### src/rtl/sonic_sync_ring_ctrl.sv
// -----------------------------------------------------------------------------
// sonic_sync_ring_ctrl
//
// Read-side controller for the TX sync-header ring. The DMA side writes
// 128-bit words into the ring. Each word holds 64 two-bit sync headers. The
// TX encoder reads the ring one header at a time. This block:
//   - counts committed words against consumed headers,
//   - drives the ring read address,
//   - holds off reads until a prefill threshold is reached,
//   - produces a valid strobe aligned to the ring read latency,
//   - reports the DMA free-space credit,
//   - keeps sticky underflow and overflow flags.
//
// Optional feature macro: SONIC_SYNC_RING_STATS_EN
//   When defined, the block adds the stats_clear input and the hdr_count and
//   underflow_count outputs.
//
// Ports:
//   clock           in   sole clock (ring read clock)
//   reset_n         in   asynchronous active-low reset
//   enable          in   run request from the TX path
//   clear           in   synchronous flush of pointers, flags and state
//   wr_commit       in   one further 128-bit word has been written
//   rd_req          in   encoder requests the next header
//   rd_address      out  header read address to the ring
//   rd_ack          out  rd_req accepted this cycle (combinational)
//   hdr_valid       out  ring data_out carries an accepted header
//   level           out  unread headers in the ring
//   free_words      out  words the DMA may still write
//   running         out  controller is in RUN
//   underflow       out  sticky: request while empty in RUN
//   overflow        out  sticky: commit while full
//   stats_clear     in   (stats build) clear the statistics counters
//   hdr_count       out  (stats build) accepted headers, wrapping
//   underflow_count out  (stats build) underflow events, saturating
// -----------------------------------------------------------------------------
module sonic_sync_ring_ctrl #(
    parameter int WR_ADDR_WIDTH = 9,
    parameter int RD_ADDR_WIDTH = WR_ADDR_WIDTH + 6,
    parameter int RD_LAT        = 2,
    parameter int PREFILL_WORDS = 2
) (
    input  logic                     clock,
    input  logic                     reset_n,
    input  logic                     enable,
    input  logic                     clear,
    input  logic                     wr_commit,
    input  logic                     rd_req,
    output logic [RD_ADDR_WIDTH-1:0] rd_address,
    output logic                     rd_ack,
    output logic                     hdr_valid,
    output logic [RD_ADDR_WIDTH:0]   level,
    output logic [WR_ADDR_WIDTH:0]   free_words,
    output logic                     running,
    output logic                     underflow,
`ifdef SONIC_SYNC_RING_STATS_EN
    output logic                     overflow,
    input  logic                     stats_clear,
    output logic [31:0]              hdr_count,
    output logic [15:0]              underflow_count
`else
    output logic                     overflow
`endif
);

    localparam logic [WR_ADDR_WIDTH:0] DEPTH_WORDS = {1'b1, {WR_ADDR_WIDTH{1'b0}}};
    localparam logic [WR_ADDR_WIDTH:0] PREFILL     = (WR_ADDR_WIDTH + 1)'(PREFILL_WORDS);
    localparam logic [WR_ADDR_WIDTH:0] WR_ONE      = (WR_ADDR_WIDTH + 1)'(1);
    localparam logic [RD_ADDR_WIDTH:0] RD_ONE      = (RD_ADDR_WIDTH + 1)'(1);

    typedef enum logic [1:0] {
        IDLE = 2'd0,
        FILL = 2'd1,
        RUN  = 2'd2
    } state_t;

    state_t                   state;
    state_t                   state_next;

    logic [WR_ADDR_WIDTH:0]   wr_ptr;
    logic [RD_ADDR_WIDTH:0]   rd_ptr;
    logic [WR_ADDR_WIDTH:0]   used_words;
    logic                     level_nz;
    logic                     ring_full;
    logic                     wr_accept;
    logic                     overflow_evt;
    logic                     underflow_evt;
    logic [RD_LAT-1:0]        vld_p;

    // Occupancy. A word is freed only when all 64 of its headers have been
    // read, so the word-granular view uses the upper bits of rd_ptr.
    assign used_words = wr_ptr - rd_ptr[RD_ADDR_WIDTH:6];
    assign free_words = DEPTH_WORDS - used_words;
    assign level      = {wr_ptr, 6'b0} - rd_ptr;
    assign level_nz   = (level != '0);
    assign ring_full  = (free_words == '0);
    assign rd_address = rd_ptr[RD_ADDR_WIDTH-1:0];

    // A commit is judged against the fullness before the edge. A read in the
    // same cycle cannot make room for that commit.
    assign wr_accept    = wr_commit & ~ring_full;
    assign overflow_evt = wr_commit & ring_full;

    // FSM: state register
    always_ff @(posedge clock or negedge reset_n) begin
        if (!reset_n) begin
            state <= IDLE;
        end else if (clear) begin
            state <= IDLE;
        end else begin
            state <= state_next;
        end
    end

    // FSM: next state. Dropping enable wins from every state.
    always_comb begin
        state_next = state;
        if (!enable) begin
            state_next = IDLE;
        end else begin
            case (state)
                IDLE:    state_next = FILL;
                FILL:    if (used_words >= PREFILL) state_next = RUN;
                RUN:     if (rd_req && !level_nz) state_next = FILL;
                default: state_next = IDLE;
            endcase
        end
    end

    // FSM: outputs. A request that finds the ring empty is refused and
    // recorded as an underflow.
    always_comb begin
        running       = (state == RUN);
        rd_ack        = running & rd_req & level_nz;
        underflow_evt = running & rd_req & ~level_nz;
    end

    // Pointers and sticky flags
    always_ff @(posedge clock or negedge reset_n) begin
        if (!reset_n) begin
            wr_ptr    <= '0;
            rd_ptr    <= '0;
            overflow  <= 1'b0;
            underflow <= 1'b0;
        end else if (clear) begin
            wr_ptr    <= '0;
            rd_ptr    <= '0;
            overflow  <= 1'b0;
            underflow <= 1'b0;
        end else begin
            if (wr_accept)     wr_ptr    <= wr_ptr + WR_ONE;
            if (rd_ack)        rd_ptr    <= rd_ptr + RD_ONE;
            if (overflow_evt)  overflow  <= 1'b1;
            if (underflow_evt) underflow <= 1'b1;
        end
    end

    // Valid pipeline: stage 0 is the ack delayed by one edge. The last stage
    // lines up with the ring read data.
    always_ff @(posedge clock or negedge reset_n) begin
        if (!reset_n) begin
            vld_p <= '0;
        end else if (clear) begin
            vld_p <= '0;
        end else begin
            vld_p[0] <= rd_ack;
            for (int i = 1; i < RD_LAT; i++) begin
                vld_p[i] <= vld_p[i-1];
            end
        end
    end

    assign hdr_valid = vld_p[RD_LAT-1];

`ifdef SONIC_SYNC_RING_STATS_EN
    // Statistics: the header count wraps, while the underflow count sticks
    // at its maximum.
    always_ff @(posedge clock or negedge reset_n) begin
        if (!reset_n) begin
            hdr_count       <= '0;
            underflow_count <= '0;
        end else if (clear || stats_clear) begin
            hdr_count       <= '0;
            underflow_count <= '0;
        end else begin
            if (rd_ack) hdr_count <= hdr_count + 32'd1;
            if (underflow_evt && (underflow_count != 16'hFFFF)) begin
                underflow_count <= underflow_count + 16'd1;
            end
        end
    end
`endif

endmodule

### config.mk
export PLATFORM = sky130hd
export DESIGN_NAME = sonic_sync_ring_ctrl
export DESIGN_NICKNAME = d
export VERILOG_FILES = /design/src/rtl/sonic_sync_ring_ctrl.sv
export SDC_FILE = /design/constraint.sdc
export NUM_CORES = 1
export LEC_CHECK = 0
export BUFFER_PORTS_ARGS = -buffer_cell sky130_fd_sc_hd__buf_2
export CORE_MARGIN = 2
export CORE_UTILIZATION = 51
export CTS_CLUSTER_SIZE = 30
export DETAILED_ROUTE_END_ITERATION = 12
export PLACE_DENSITY_LB_ADDON = 0.1
export SYNTH_ARGS = -nofsm -noshare
export SYNTH_HDL_FRONTEND = slang
export SYNTH_SLANG_ARGS = --single-unit
### constraint.sdc
create_clock -name clock -period 3.3 [get_ports clock]
set_input_delay 0.495 -clock clock [delete_from_list [all_inputs] [get_ports clock]]
set_output_delay 0.495 -clock clock [all_outputs]
set_load 0.005 [all_outputs]
# Word-level counts from Yosys, hierarchy flattened

Index checks and enable logic that the tools add are counted.

Register bits after elaboration: 32
Input bits: 6
Output and inout bits: 46
Logic and storage cells: 47

Add/sub/neg operators: 5
Magnitude comparators: 1
Eq/ne operators: 4
Multiplexer cells: 14
Bitwise gates (word level): 7
Reduce and logical (&&, ||, !) cells: 10

Operator list:

| cell                                                                    | count |
|---|---|
| 16-bit 2-to-1 mux                                                       | 2 |
| 10-bit 2-to-1 mux                                                       | 2 |
| 16-bit by 1-bit adder with 16-bit output, second input constant         | 1 |
| 16-bit nonzero test                                                     | 1 |
| 16-bit subtractor                                                       | 1 |
| 10-bit by 1-bit adder with 10-bit output, second input constant         | 1 |
| 10-bit by 2-bit >= comparator with 1-bit output, second input constant  | 1 |
| 10-bit logical NOT                                                      | 1 |
| 2-bit 2-to-1 mux                                                        | 5 |
| 10-bit subtractor                                                       | 1 |
| 10-bit subtractor, first input constant                                 | 1 |
| 2-bit nonzero test                                                      | 4 |
| 2-bit one-hot mux with 3 select lines                                   | 1 |
| 1-bit bitwise AND                                                       | 5 |
| 1-bit 2-to-1 mux                                                        | 4 |
| 4-bit by 3-bit inequality test with 1-bit output, second input constant | 1 |
| 4-bit inequality test, second input constant                            | 1 |
| 2-bit by 1-bit == test with 1-bit output, second input constant         | 1 |
| 2-bit == test, second input constant                                    | 1 |
| 2-bit logical NOT                                                       | 1 |
| 1-bit inverter                                                          | 2 |
| 2-bit AND reduction                                                     | 1 |
| 1-bit logical AND                                                       | 1 |
| 1-bit logical NOT                                                       | 1 |

# Logic depth before layout (Yosys ltp)

Gate-level depths: netlist of run 1.

Word-level depth: 8
Gate-level depth with buffers: 12
Gate-level depth less buffers: 12

# Least setup slack after synthesis of run 1

Ideal clock, no wire load.

Path type: register -> register
From: reg wr_ptr[0]
To: reg wr_ptr[7]
Library setup time: 0.078 ns
Arrival time: 3.208 ns
Data required time: 3.222 ns
Path slack: 0.013 ns
Cell stages (with the launch flop): 13
Path buffers: 0
Period minus slack after synthesis: 3.287 ns
Path through: dfrtp_1 -> inv_1 -> ha_1 -> fa_1 -> nand2b_1 -> a21oi_1 -> xor2_1 -> nor3b_2 -> a21oi_2 -> o311ai_4 -> o21ai_4 -> or4_1 -> a21oi_1

Longest elaborated chain between the ends: 6
Elaborated cells on any way between the ends: 9
Those cells by class: add/sub (3); mux (2); bitwise (2); reduce/logical (2)

Ends and longest elaborated chain:

| item                         | RTL line | text |
|---|---|---|
| from (decl)                  | 80       | `logic [WR_ADDR_WIDTH:0] wr_ptr;` |
| from (signal assigned)       | 151      | `if (wr_accept) wr_ptr <= wr_ptr + WR_ONE;` |
| 10-bit subtractor            | 92       | `assign used_words = wr_ptr - rd_ptr[RD_ADDR_WIDTH:6];` |
| 10-bit subtractor            | 93       | `assign free_words = DEPTH_WORDS - used_words;` |
| 10-bit logical NOT           | 96       | `assign ring_full = (free_words == '0);` |
| 1-bit inverter               | 101      | `assign wr_accept = wr_commit & ~ring_full;` |
| 1-bit bitwise AND            | 101      |  |
| 2-bit nonzero test (no line) | n/a      |  |

Parallel ways exist; a longest one is shown, timed or not. The select of a mux whose other input is x is not followed.
A chain may end at the register's enable or synchronous reset.

# Worst setup path after layout of run 1

From: reg wr_ptr[0]
To: out rd_ack

Longest elaborated chain between the ends: 3

Ends and longest elaborated chain:

| item                | RTL line | text |
|---|---|---|
| 16-bit subtractor   | 94       | `assign level = {wr_ptr, 6'b0} - rd_ptr;` |
| 16-bit nonzero test | 95       | `assign level_nz = (level != '0);` |
| 1-bit bitwise AND   | 134      | `rd_ack = running & rd_req & level_nz;` |
| to (decl)           | 50       | `output logic rd_ack,` |

No other way between the ends.

==> flow_summary_export.csv, run 1 <==
group,metric,value,unit
setup_path,crit_buf_inv,2,
clocking,cts_tree,"done",
grt,grt_pass1_vias,2651,
grt,grt_max_degree,33,
setup_path,startpoint_type,"register",
worst_hold_path,hold_path_class,"in -> async",
timing,timing.fmax,295.2,MHz
timing,setup_viol,1,
die,coreArea,5507,um^2
drt,drt_iter0_drc,93,
timing,hold_violations,0,
run,drv_cap,0,
logic_synthesis,yosysSeqAreaShare,27.39,%
clocking,cts_max_level,2,
final_layout,register_area,802.0,um^2
clocking,clk_latency,0.29,ns
drt,vias_per_cell,5.691,
final_layout,multi_input_area,2091,um^2
logic_synthesis,synthCells,354,
die,rows,27,
drt,firstDrtPassIters,4,
power_and_ir_drop,p_leak,1.797,nW
setup_path,cpMaxStageDelayCell,"or4b_4",
die,initial_core_util,53.10,%
place,portBuffers,51,
setup_path,path_class,"reg -> out",
timing,worst_pin_slew,0.7469,ns
place,preCtsSetupSlack,-0.008704,ns
final_layout,drive_gt1_share,38.30,%
setup_path,worstPathCellList,"buf_6, ha_4, or4b_4, o211ai_1, a31oi_1, xnor2_1, nor3_1, and4b_2, nor2_4, buf_2",
grt,grt_antenna_before_repair,0,
logic_synthesis,yosysUniqueCellTypes,65,
logic_synthesis,ys_async_sr_fraction,100.0,%
grt,gr-total-overflow,0,
final_layout,antenna_cells,0,
power_and_ir_drop,irDropWorstVdd,249.1,uV
clocking,clock-sinks,32,
setup_path,max_stage_delay,0.47,ns
timing,clock-skew-final,0.005564,ns
setup_path,regToRegSetupSlack,0.03,ns
timing,maxSlewViolCount,0,
grt,track_usage,25.93,%
logic_synthesis,synth.cell_area,2924,um^2
logic_synthesis,syn_avg_cell_area,8.260,um^2
status,outcome,"complete, but fails checks",
timing,fin_ws,-0.08804,ns
logic_synthesis,syn-num-nets,376,
final_layout,area_growth,28.28,%
drt,antenna_left,0,
grt,grt_pass1_wl,12.91,mm
die,dieArea,6355,um^2
final_layout,final_nets,444,
clocking,clkTransAtPathRegs,0.07,ns
drt,num_vias,2817,
die,die_y,79.72,um
setup_path,end_kind,"output port",
drt,drcViolationCount,0,
clocking,cts_hold_buf,0,
timing,period_share,102.7,%
power_and_ir_drop,power.total,1.295,mW
final_layout,final_cell_mix,"51 x buf_2, 35 x buf_4, 32 x nor2_1, 31 x dfrtp_1, 23 x xnor2_1",
place,gp_congestion,0.9057,
setup_path,crit_fanout,4,
clocking,clk_path_buf_depth,2,
setup_path,required,2.80,ns
clocking,root_buffer,"clkbuf_8",
logic_synthesis,synth-seq-cells,32,
status,violations,"negative setup slack",
place,hpwl,5.703,mm
die,die_width,79.72,um
timing,slew_headroom,50.21,%
timing,grt_setup_unrepaired,"yes",
logic_synthesis,synthFlopType,"dfrtp_1",
final_layout,fill_cells,452,
final_layout,layout_commonest_cell,"buf_2",
power_and_ir_drop,cellPowerDensity,345.2,nW/um^2
clocking,cts_buffers,5,
drt,wl_per_cell,16.35,um
drt,wl,8.092,mm
timing,fin_crit,3.388,ns
die,floorplan.io_pins,52,
logic_synthesis,synth_enable_flop_cells,0,
setup_path,arrival,2.89,ns
setup_path,timing.critical_path.max_delay_family,"simple AND/OR/NAND/NOR gates",
logic_synthesis,yosysWarnings,0,
timing repair:
| action | CTS | global route |
|---|---|---|
| setup buffers | 3 | 8 |
| pin swaps | 10 | 12 |
| setup endpoints to repair | 4 | 14 |
| resized for setup | 18 | 43 |
metrics by stage:
| step | area (um^2) | TNS (ns) | instances | util (%) | hold WS, ns |
|---|---|---|---|---|---|
| 3_3_place_gp | 3293 | 0 | 476 | 59.80 | 0.4385 |
| 2_1_floorplan | 2924 | 0 | 354 | - | 0.1994 |
| 3_5_place_dp | 3293 | -0.008704 | 476 | 59.80 | 0.4599 |
| 4_1_cts | 3503 | 0 | 487 | 63.62 | 0.2885 |
| 6_report | 3751 | -0.08804 | 495 | 68.12 | 0.2623 |
| 5_1_grt | 3751 | -0.6883 | 495 | 68.12 | 0.3232 |
worst reg2reg max path, stage by stage, from the launching register on:
cell      delay (ns)
dfrtp_1         0.38
inv_1           0.09
ha_2            0.19
fa_2            0.40
nand2b_4        0.17
a21oi_4         0.14
xor2_2          0.11
buf_4           0.16
or3_1           0.40
a21oi_2         0.21
o311ai_4        0.13
buf_6           0.16
o21ai_4         0.24
buf_4           0.17
xnor2_1         0.12
nor2_1          0.06
metal layers:
| layer | GRT usage, % | up-vias | part of all wire [%] |
|---|---|---|---|
| li1 | - | 1367 | - |
| met1 | 34.18 | 1365 | 44 |
| met2 | 44.12 | 71 | 50 |
| met3 | 3.846 | 14 | 4.2 |
| met4 | 7.069 | 0 | 1.8 |
| met5 | 0 | - | 0 |
registers in the layout, indices dropped and copies added, names as in the netlist:
name / cells
wr_ptr: 10
rd_ptr: 16
overflow: 1
underflow: 1
state: 2
vld_p: 2
cell families after synthesis:
group,synth area share [%]
AO/OA/AOI/OAI,18.66
XOR/XNOR,10.18
adder cells (fa/ha/maj),7.103
buffers and inverters,9.585
flip-flops,27.39
multiplexers,1.412
AND/OR/NAND/NOR,25.67
cells in the mapped netlist, types with 4 or more instances:
master / count / area share [%]
nor2_1: 34 / 4.4
dfrtp_1: 32 / 27
inv_1: 25 / 3.2
xnor2_1: 24 / 7.2
nand2_1: 23 / 3.0
a21oi_1: 21 / 3.6
buf_4: 18 / 4.6
o21ai_0: 17 / 2.9
ha_1: 15 / 6.4
nand3_1: 15 / 2.6
nand4_1: 11 / 2.4
xor2_1: 10 / 3.0
nor3_1: 9 / 1.5
clkbuf_1: 8 / 1.0
or3_1: 8 / 1.7
nor2b_1: 6 / 1.3
o211ai_1: 4 / 1.0
o21a_1: 4 / 1.0
final timing paths:
path,startpoint,depth (start not counted),to
min,reset_n,1,rd_ptr[2]
max reg2reg,wr_ptr[0],15,wr_ptr[0]
min reg2reg,state[1],1,state[0]
min in group clock,state[1],1,state[0]
max,wr_ptr[0],10,rd_ack
max in group asynchronous,reset_n,1,rd_ptr[7]
area by class of cell:
type | instances | area share, %
multi-input cells | 268 | 55.74
clock buffers | 5 | 1.835
well taps | 72 | 2.402
inverters | 25 | 2.502
repair buffers | 90 | 15.01
flip-flops and latches | 32 | 21.38
clock inverters | 3 | 1.134
power breakdown:
group / internal (mW) / switching (mW)
combinational: 0.241 / 0.267
clock: 0.223 / 0.158
sequential: 0.398 / 0.00649
total: 0.863 / 0.432
(Power assumes the default switching activity.)
==> inputs of run 2 (changes only) <==
- CORE_MARGIN: 2 -> 3
- CORE_UTILIZATION: 51 -> 55
- clock period: 3.3 -> 4.1 ns (I/O delays scaled with it)
==> run 2 against run 1 <==
Against the previous run:
- the run now ends clean
- critical path depth unchanged
- non-clock buffer count decreased by 38
- clock-buffer cell count increased by 1
- clock power decreased by 21%
- critical endpoint unchanged
==> flow_summary_export.csv, run 2 (synthesis gave the netlist of run 1 again) <==
group,metric,value,unit
place,portBuffers,51,
grt,track_usage,23.00,%
setup_path,required,3.48,ns
timing,maxSlewViolCount,0,
drt,antenna_left,0,
clocking,clock-sinks,32,
place,postPlaceCellArea,3084,um^2
final_layout,reg_top3,"rd_ptr (16), wr_ptr (10)",
drt,vias_per_cell,5.739,
setup_path,startpoint_type,"register",
place,dp_cells,444,
place,gp_congestion,0.8767,
timing,clock-skew-final,0.004517,ns
setup_path,rr_endpoint,"wr_ptr[7]",
power_and_ir_drop,irDropWorstVdd,201.9,uV
final_layout,top_register,"rd_ptr",
grt,grt_pass1_wl,11.49,mm
grt,grt_pass1_vias,2419,
final_layout,final_area,3192,um^2
die,initial_core_util,59.16,%
power_and_ir_drop,p_seq_share,34.7,%
timing,period_share,93.66,%
grt,grt_antenna_before_repair,0,
drt,drt_iter0_drc,112,
final_layout,final_util,64.58,%
die,rows,25,
die,die_width,78.92,um
setup_path,arrival,3.22,ns
clocking,clk_latency,0.29,ns
power_and_ir_drop,p_switching,0.3014,mW
clocking,root_buffer,"clkbuf_8",
clocking,clkTransAtPathRegs,0.07,ns
die,coreArea,4942,um^2
grt,gr-total-overflow,0,
power_and_ir_drop,combPwrFrac,33.2,%
power_and_ir_drop,sw_frac_of_total,32.02,%
place,hpwl,5.300,mm
setup_path,crit_fanout,9,
drt,drcViolationCount,0,
power_and_ir_drop,cellPowerDensity,294.9,nW/um^2
final_layout,final_nets,406,
power_and_ir_drop,internal_power,0.6398,mW
run,drv_cap,0,
final_layout,largest_register_ffs,16,
clocking,ctsResizeCount,0,
final_layout,area_growth,9.157,%
final_layout,fin_cells,452,
timing,worst_pin_slew,0.7119,ns
setup_path,r2r-start,"wr_ptr[0]",
clocking,cts_tree,"done",
drt,wl_per_cell,15.20,um
drt,wl,6.870,mm
setup_path,path_class,"reg -> out",
setup_path,ff2ff_path_depth,12,
status,outcome,"completed",
clocking,cts_setup_buffers,0,
timing,grt_setup_unrepaired,"no",
timing,fin_tns_setup,0,ns
final_layout,final_cell_mix,"51 x buf_2, 34 x nor2_1, 32 x dfrtp_1, 25 x inv_1, 24 x xnor2_1",
die,floorplan.io_pins,52,
final_layout,antenna_cells,0,
clocking,cts_hold_buf,0,
final_layout,drive_gt1_share,21.30,%
drt,firstDrtPassIters,4,
clocking,cts_buffers,5,
final_layout,fill_cells,436,
final_layout,layout_commonest_cell,"buf_2",
setup_path,regToRegSetupSlack,0.38,ns
timing,fin_crit,3.840,ns
timing,slew_headroom,52.54,%
setup_path,end_kind,"output port",
clocking,clk_path_buf_depth,2,
clocking,cts_max_level,2,
timing,hold_violations,0,
worst_hold_path,hold_path_class,"in -> async",
timing,setup_viol,0,
timing,timing.fmax,260.4,MHz
power_and_ir_drop,power.total,0.9412,mW
power_and_ir_drop,p_leak,1.564,nW
die,dieArea,6228,um^2
drt,num_vias,2594,
grt,grt_max_degree,33,
die,die_y,78.92,um
power_and_ir_drop,clkPwrFrac,32.1,%
==> run 2: layout make-up <==
class | count | area [um^2] | share of cell area [%]
multi-input combinational | 268 | 1843 | 57.74
clock buffer | 6 | 72.57 | 2.274
sequential | 32 | 800.8 | 25.09
clock inverter | 2 | 35.03 | 1.098
inverter | 25 | 93.84 | 2.940
tap | 67 | 83.83 | 2.626
timing repair buffer | 52 | 262.8 | 8.232
==> run 2: layer usage <==
layer,part of all wire (%),GRT usage (%)
met1,47,30.93
met3,4.9,4.989
met4,1.5,6.357
met5,0,0
met2,47,37.44
==> run 2: critical path, cell delays in order, from the launching register on <==
cell and delay, ns:
dfrtp_1 0.40, inv_1 0.10, ha_1 0.49, or4b_1 0.50
o211ai_1 0.25, a31oi_1 0.16, xnor2_1 0.22, nor3_1 0.07
and4b_1 0.28, nor2_1 0.28, buf_2 0.18
==> run 2: stage by stage <==
step / hold WS, ns / setup WS [ns]
6_report: 0.3721 / 0.2601
5_1_grt: 0.4209 / 0.05601
4_1_cts: 0.3963 / 0.2572
3_5_place_dp: 0.4570 / 0.4396
3_3_place_gp: 0.4510 / 0.5325
2_1_floorplan: 0.3194 / 0.8135
==> run 2: worst max-delay path by stage <==
stage | from | slack [ns] | endpoint | cells past startpoint
floorplan | wr_ptr[0] | 0.81 | wr_ptr[7] | 12
global placement | wr_ptr[0] | 0.53 | wr_ptr[7] | 12
detailed placement | wr_ptr[0] | 0.44 | wr_ptr[7] | 12
CTS | rd_ptr[6] | 0.26 | rd_ack | 10
global route | rd_ptr[6] | 0.06 | rd_ack | 10
finish | rd_ptr[6] | 0.26 | rd_ack | 10
==> run 2: power groups by stage <==
stage	clock network, mW	logic (mW)	registers (mW)
after floorplan	0	0.211	0.331
after global placement	0	0.309	0.332
after detailed placement	0	0.313	0.333
after CTS	0.308	0.314	0.327
after global routing	0.324	0.345	0.328
final	0.302	0.312	0.327
